## src/rtl/fsk_period_demod.sv

```systemverilog
// FSK period demodulator: counts carrier rising edges per gate window, slices the count with hysteresis
// and qualifies the result with a carrier lock FSM. Optional macro: FSK_DEMOD_GLITCH_FILTER_EN.
module fsk_period_demod #(
  parameter int GATE_CYCLES  = 2000,
  parameter int COUNT_WIDTH  = 12,
  parameter int THRESHOLD    = 200,
  parameter int HYST         = 1,
  parameter int MIN_EDGES    = 180,
  parameter int MAX_EDGES    = 220,
  parameter int LOCK_WINDOWS = 4
) (
  input  logic                   clk_i,
  input  logic                   reset_n,
  input  logic                   rf_i,
  output logic                   demod_o,
  output logic [COUNT_WIDTH-1:0] count_o,
  output logic                   count_valid_o,
  output logic                   carrier_o
);

  localparam int GATE_W = (GATE_CYCLES > 1) ? $clog2(GATE_CYCLES) : 1;
  localparam int GOOD_W = $clog2(LOCK_WINDOWS + 1);
  localparam logic [COUNT_WIDTH-1:0] COUNT_MAX = {COUNT_WIDTH{1'b1}};

  typedef enum logic {SEARCH = 1'b0, LOCKED = 1'b1} state_t;

  state_t                 state, state_nx;
  logic [GOOD_W-1:0]      good_cnt, good_nx;
  logic [2:0]             sync;
  logic [GATE_W-1:0]      gate_cnt;
  logic [COUNT_WIDTH-1:0] edge_cnt, cnt_next;
  logic                   decision, dec_nx;
  logic                   edge_flag, win_close, in_range, raw_one, raw_zero, raw;

`ifdef FSK_DEMOD_GLITCH_FILTER_EN
  logic pend_v, pend_v_nx, pend_d, pend_d_nx;
`endif

  assign edge_flag = sync[1] & ~sync[2];
  assign win_close = (gate_cnt == GATE_W'(GATE_CYCLES - 1));
  // Saturating count including an edge flagged on this very cycle; at window close it is the closing count.
  assign cnt_next  = (edge_flag && edge_cnt != COUNT_MAX) ? edge_cnt + COUNT_WIDTH'(1) : edge_cnt;
  assign in_range  = (cnt_next >= COUNT_WIDTH'(MIN_EDGES)) && (cnt_next <= COUNT_WIDTH'(MAX_EDGES));
  assign raw_one   = (cnt_next <= COUNT_WIDTH'(THRESHOLD - HYST));
  assign raw_zero  = (cnt_next >= COUNT_WIDTH'(THRESHOLD + HYST));
  assign raw       = raw_one;

  always_comb begin
    state_nx = state;
    good_nx  = good_cnt;
    dec_nx   = decision;
`ifdef FSK_DEMOD_GLITCH_FILTER_EN
    pend_v_nx = pend_v;
    pend_d_nx = pend_d;
`endif
    if (win_close) begin
      if (in_range) begin
        if (raw_one || raw_zero) begin
`ifdef FSK_DEMOD_GLITCH_FILTER_EN
          // Commit only when the previous sliced window agreed.
          if (pend_v && pend_d == raw) dec_nx = raw;
          pend_v_nx = 1'b1;
          pend_d_nx = raw;
`else
          dec_nx = raw;
`endif
        end
        if (state == SEARCH) begin
          if (good_cnt == GOOD_W'(LOCK_WINDOWS - 1)) begin
            state_nx = LOCKED;
            good_nx  = '0;
          end else begin
            good_nx = good_cnt + GOOD_W'(1);
          end
        end
      end else begin
        state_nx = SEARCH;
        good_nx  = '0;
`ifdef FSK_DEMOD_GLITCH_FILTER_EN
        pend_v_nx = 1'b0;
`endif
      end
    end
  end

  always_ff @(posedge clk_i or negedge reset_n) begin
    if (!reset_n) begin
      sync          <= '0;
      gate_cnt      <= '0;
      edge_cnt      <= '0;
      count_o       <= '0;
      count_valid_o <= 1'b0;
      state         <= SEARCH;
      good_cnt      <= '0;
      decision      <= 1'b0;
      carrier_o     <= 1'b0;
      demod_o       <= 1'b0;
`ifdef FSK_DEMOD_GLITCH_FILTER_EN
      pend_v        <= 1'b0;
      pend_d        <= 1'b0;
`endif
    end else begin
      sync          <= {sync[1:0], rf_i};
      count_valid_o <= win_close;
      state         <= state_nx;
      good_cnt      <= good_nx;
      decision      <= dec_nx;
      carrier_o     <= (state_nx == LOCKED);
      demod_o       <= (state_nx == LOCKED) & dec_nx;
`ifdef FSK_DEMOD_GLITCH_FILTER_EN
      pend_v        <= pend_v_nx;
      pend_d        <= pend_d_nx;
`endif
      if (win_close) begin
        gate_cnt <= '0;
        edge_cnt <= '0;
        count_o  <= cnt_next;
      end else begin
        gate_cnt <= gate_cnt + GATE_W'(1);
        edge_cnt <= cnt_next;
      end
    end
  end

endmodule

```

## config.mk

```make
export PLATFORM = sky130hd
export DESIGN_NAME = fsk_period_demod
export DESIGN_NICKNAME = d
export VERILOG_FILES = /design/src/rtl/fsk_period_demod.sv
export SDC_FILE = /design/constraint.sdc
export NUM_CORES = 1
export LEC_CHECK = 0
export ABC_AREA = 0
export BUFFER_PORTS_ARGS = -buffer_cell sky130_fd_sc_hd__buf_2
export CORE_MARGIN = 2
export CORE_UTILIZATION = 40
export CTS_BUF_LIST = sky130_fd_sc_hd__clkbuf_4
export DETAILED_ROUTE_END_ITERATION = 10
export SLEW_MARGIN = 20
export SYNTH_ARGS = -nofsm -noshare
export SYNTH_HDL_FRONTEND = slang
export SYNTH_SLANG_ARGS = --single-unit
```

## constraint.sdc

```tcl
create_clock -name clk_i -period 2.6 [get_ports clk_i]
set_input_delay 0.78 -clock clk_i [delete_from_list [all_inputs] [get_ports clk_i]]
set_output_delay 0.78 -clock clk_i [all_outputs]
set_load 0.01 [all_outputs]
```

Yosys cells after proc, flatten, opt, wreduce, memory -nomap -nowiden
Index checks and enable logic that the tools add are counted.
{"block": "totals", "register_bits": 45, "latchBits": 0, "ramBits": 0, "mem_bits_ro": 0, "output_inout_bits": 15, "elab_cells": 40, "n_memories": 0}
{"block": "classes", "add_sub_neg": 3, "mul": 0, "div_mod_pow": 0, "n_lt_le_gt_ge": 4, "n_eq_ne": 4, "shifts": 0, "n_mux": 13, "bitwise_logic": 3, "reduce_logical": 4}
{"op": "$ge 12x8->1 const B", "n": 2}
{"op": "$le 12x8->1 const B", "n": 2}
{"op": "$mux 12", "n": 2}
{"op": "$add 12x1->12 const B", "n": 1}
{"op": "$ne 12x12->1 const B", "n": 1}
{"op": "$add 11x1->11 const B", "n": 1}
{"op": "$eq 11x11->1 const B", "n": 1}
{"op": "$mux 11", "n": 1}
{"op": "$mux 3", "n": 3}
{"op": "$mux 1", "n": 7}
{"op": "$add 3x1->3 const B", "n": 1}
{"op": "$eq 3x2->1 const B", "n": 1}
{"op": "$and 1x1->1", "n": 2}
{"op": "$logic_and 1x1->1", "n": 2}
{"op": "$ne 2x2->1 const B", "n": 1}
{"op": "$reduce_and 2->1", "n": 1}
{"op": "$logic_or 1x1->1", "n": 1}
{"op": "$not 1->1", "n": 1}

Depth between registers and ports, before layout
{"block": "logic_depth", "ltp_word": 10, "mapped_depth": 8}

Worst setup path before layout
No wires, ideal clock.
{"block": "synth_timing", "path_type": "register -> register", "start": "register edge_cnt[0]", "end": "register good_cnt[1]", "arrival_ns": 2.137, "path_slack_ns": 0.397, "stages_incl_launch_ff": 9, "n_path_buf": 0, "period_less_slack_ns": 2.203, "cell_sequence": "dfrtp_1 -> ha_1 -> and3_1 -> and3_1 -> or3_1 -> a211oi_2 -> o211ai_2 -> nor4_1 -> a22o_1"}
{"block": "synth_via", "elab_chain_len": 7}
{"item": "start, declared", "line": "31", "rtl": "logic [COUNT_WIDTH-1:0] edge_cnt, cnt_next;"}
{"item": "start signal, assigned", "line": "120", "rtl": "edge_cnt <= cnt_next;"}
{"item": "branches (longest 2 deep; another with $add 12x1->12)"}
{"item": "$mux 12 *", "line": "42", "rtl": "assign cnt_next = (edge_flag && edge_cnt != COUNT_MAX) ? edge_cnt + COUNT_WIDTH'(1) : edge_cnt;"}
{"item": "$ge 12x8->1 / $le 12x8->1 (equally long branches)", "line": "43", "rtl": "assign in_range = (cnt_next >= COUNT_WIDTH'(MIN_EDGES)) && (cnt_next <= COUNT_WIDTH'(MAX_EDGES));"}
{"item": "$logic_and 1x1->1 *", "line": "43"}
{"item": "$ne 2x2->1 (no line)"}
{"item": "$reduce_and 2->1 (no line)"}
{"item": "end signal, assigned", "line": "106", "rtl": "good_cnt <= good_nx;"}
{"item": "end, declared", "line": "28", "rtl": "logic [GOOD_W-1:0] good_cnt, good_nx;"}
Every way passes the cells marked *.
A chain may end at the register's enable or synchronous reset.

Worst setup path after layout
{"block": "layout_timing", "start": "register edge_cnt[1]", "end": "register good_cnt[1]"}
Same word-level chain as after synthesis.

==> flow_summary.toml <==
[yosys]
netlist.area_leader.share = 0.524
syn_avg_cell_area_sq_um = 9.90
netlist_instances = 217
synth_edf_count = 0
syn_area_sq_um = 2150
yosys_most_used_dff = "dfrtp_1"
async_reset_ff_frac = 1.00
yosysSeqAreaShare = 0.524
synth.most_common_cell = "dfrtp_1"
syn-num-nets = 223
yosysTopAreaCell = "dfrtp_1"
synth.area.top_cells = "dfrtp_1 (52%), nor2_1 (4.9%), o21ai_0 (4.2%)"
ys_seq_elements = 45
synth_common_cells = "dfrtp_1 (45), nor2_1 (28), nand2_1 (24), o21ai_0 (18), nand3_1 (9)"
ys_types = 47
yosysWarnings = 0

[power]
p_int_mw = 1.00
switching_share = 0.326
p_clk_frac = 0.233
power.leakage_nw = 1.12
powerDensity_nw_per_um2 = 612
seqPwrFrac = 0.557
vdd.ir_drop.worst_mv = 0.244
comb_power_share = 0.211
power_switching_mw = 0.485

[timing]
rsz0062_at_grt = "no"
tightest_slew_ns = 0.480
fin_ws_ns = 0.146
period_needed_ns = 2.45
drv_slew = 0
finalSetupTns_ns = 0
skew_ns = 0.0134
finalHoldViolCount = 0
min_period_over_period = 0.944
fmax_ghz = 0.407
slew_headroom = 0.680
setup_viol = 0
hold_slack_ns = 0.362

[clocking]
cts_made_buffers = 5
htree_levels = 2
clockRootBuffer = "clkbuf_4"
clk_latency_ns = 0.36
cts.sinks = 45
cts_tree = "built"
ctsLongestPathBuffers = 2
ctsHoldBuffers = 0
clkSlewWorstSetupHoldPaths_ns = 0.13

[placed_design]
post-place-ws_ns = 0.131
dpl_cell_area_sq_um = 2340
place.gp.congestion = 0.856
port_buffers = 17
placed_cells = 303
hpwlAfterDp_mm = 3.16

[global_route]
antenna_found_initial = 0
grt_pass1_vias = 1608
grtUsageTotal = 0.160
grt_pass1_wl_mm = 7.64
grt_max_degree = 21
gr-total-overflow = 0

[final_layout]
diodes = 0
fin_area_sq_um = 2430
drive_above_1_share = 0.184
nets = 250
syn_to_final_growth_pct = 13.2
final_cells = 315
fillers = 501

[floorplanning]
core_area_sq_um = 5140
dieArea_sq_um = 5970
io_pins = 18
placementRows = 26
die_x_um = 77.3
die_h_um = 77.3
initial_utilization = 0.418

[critical_path]
crit_fanout = 6
critical_path.top_delay_family = "compound AO/OA/AOI/OAI gates"
required_ns = 2.87
r2r-start = "edge_cnt[1]$_DFF_PN0_"
r2r_cells = 8
critPathCaptureType = "flip-flop"
crit_buf_inv = 0
slowest_stage = "dfrtp_1"
slowest_delay_ns = 0.42
timing.rr.end = "good_cnt[1]$_DFFE_PN0P_"
crit_start = "edge_cnt[1]$_DFF_PN0_"
critPathLaunchType = "flip-flop"
rrSetupSlack_ns = 0.15
timing_worst_setup_path_type = "flip-flop to flip-flop"
worst-path-stages = 8
path_cells = "ha_1, nand3_1, nor3_1, mux2i_2, a311oi_1, o211ai_2, o21ai_1, a22o_1"
crit_path_end = "good_cnt[1]$_DFFE_PN0P_"
cp.arrival_ns = 2.72

[detailed_routing]
wl_per_cell_um = 13.6
drt-total-wl_mm = 4.29
vias_per_cell = 5.29
vias = 1667
initialDrtViolationCount = 132
drc = 0
antenna_left = 0
firstDrtPassIters = 4

[min_path]
hold_class = "primary input to asynchronous set/reset pin"

[run]
max-cap-violations = 0

[run_status]
status = "finished clean"
==> sequential cells by signal (all words and copies together), names as in the netlist <==
signal,cells
gate_cnt,11
state,1
demod_o,1
count_o,12
decision,1
sync,3
edge_cnt,12
count_valid_o,1
good_cnt,3
==> cell usage in the layout (no fill, tap or decap), types with 3 or more instances in the layout <==
cell	count
nand2_1	24
mux2i_1	5
clkbuf_4	7
nand3_1	9
o21ai_0	18
nand4_1	7
nor2b_1	3
buf_2	17
nor3_1	4
and3_1	5
ha_1	3
xor2_1	3
inv_1	5
a21o_1	3
a21oi_1	7
or3_1	4
dfrtp_1	44
buf_4	12
xnor2_1	4
nor2_1	28
==> logic make-up (layout without fill, tap and decap cells) <==
family / count (synthesis) / count (layout) / share of synthesized area
adder cells (fa/ha/maj): 3 / 3 / 0.0175
buffers and inverters: 14 / 42 / 0.0291
AO/OA/AOI/OAI: 49 / 49 / 0.165
multiplexers: 6 / 6 / 0.0280
AND/OR/NAND/NOR: 93 / 93 / 0.207
flip-flops: 45 / 45 / 0.524
XOR/XNOR: 7 / 7 / 0.0285
==> how the worst min path moves through the flow <==
stage	cells past startpoint	endpoint	start	slack, ns
floorplan	0	sync[1]$_DFF_PN0_	sync[0]$_DFF_PN0_	0.33
global placement	0	sync[1]$_DFF_PN0_	sync[0]$_DFF_PN0_	0.33
detailed placement	0	sync[1]$_DFF_PN0_	sync[0]$_DFF_PN0_	0.34
CTS	1	gate_cnt[0]$_DFF_PN0_	reset_n	0.36
global route	1	count_o[11]$_DFFE_PN0P_	reset_n	0.37
finish	1	count_o[11]$_DFFE_PN0P_	reset_n	0.36
==> area by class of cell <==
| type | instances | area, sq um | area share |
|---|---|---|---|
| Inverter | 5 | 18.8 | 0.00772 |
| Clock inverter | 1 | 7.51 | 0.00309 |
| Tap cell | 70 | 87.6 | 0.0360 |
| Timing Repair Buffer | 29 | 175 | 0.0720 |
| Clock buffer | 7 | 52.6 | 0.0216 |
| Multi-Input combinational cell | 158 | 963 | 0.396 |
| Sequential cell | 45 | 1130 | 0.463 |
==> timing repair <==
action	in CTS	in global routing
resized for setup	0	2
setup buffers	0	4
setup endpoints to repair	0	4
==> worst reg2reg max path: stages, from the launching register on <==
cell and delay [ns]:
dfrtp_1 0.42, ha_1 0.26, nand3_1 0.18, nor3_1 0.33, mux2i_2 0.38, a311oi_1 0.10
o211ai_2 0.37, o21ai_1 0.10, a22o_1 0.24
==> stage by stage <==
stage          total power [mW]  utilization
3_3_place_gp               1.15        0.455
4_1_cts                    1.49        0.466
6_report                   1.49        0.473
2_1_floorplan              1.06            -
5_1_grt                    1.59        0.473
3_5_place_dp               1.15        0.455
==> power groups by stage <==
stage	registers [mW]	logic [mW]	clock network, mW
after global placement	0.842	0.312	0
after CTS	0.825	0.312	0.357
after global routing	0.846	0.356	0.393
final	0.829	0.314	0.346
after floorplan	0.822	0.238	0
after detailed placement	0.839	0.309	0
==> metal layers <==
metal,up-vias,part of all wire,GRT usage
met3,5,0.027,0.0388
met5,-,0,0
met4,0,0.010,0.0571
met1,811,0.47,0.198
li1,834,-,-
met2,17,0.50,0.270
(Power assumes the default switching activity.)
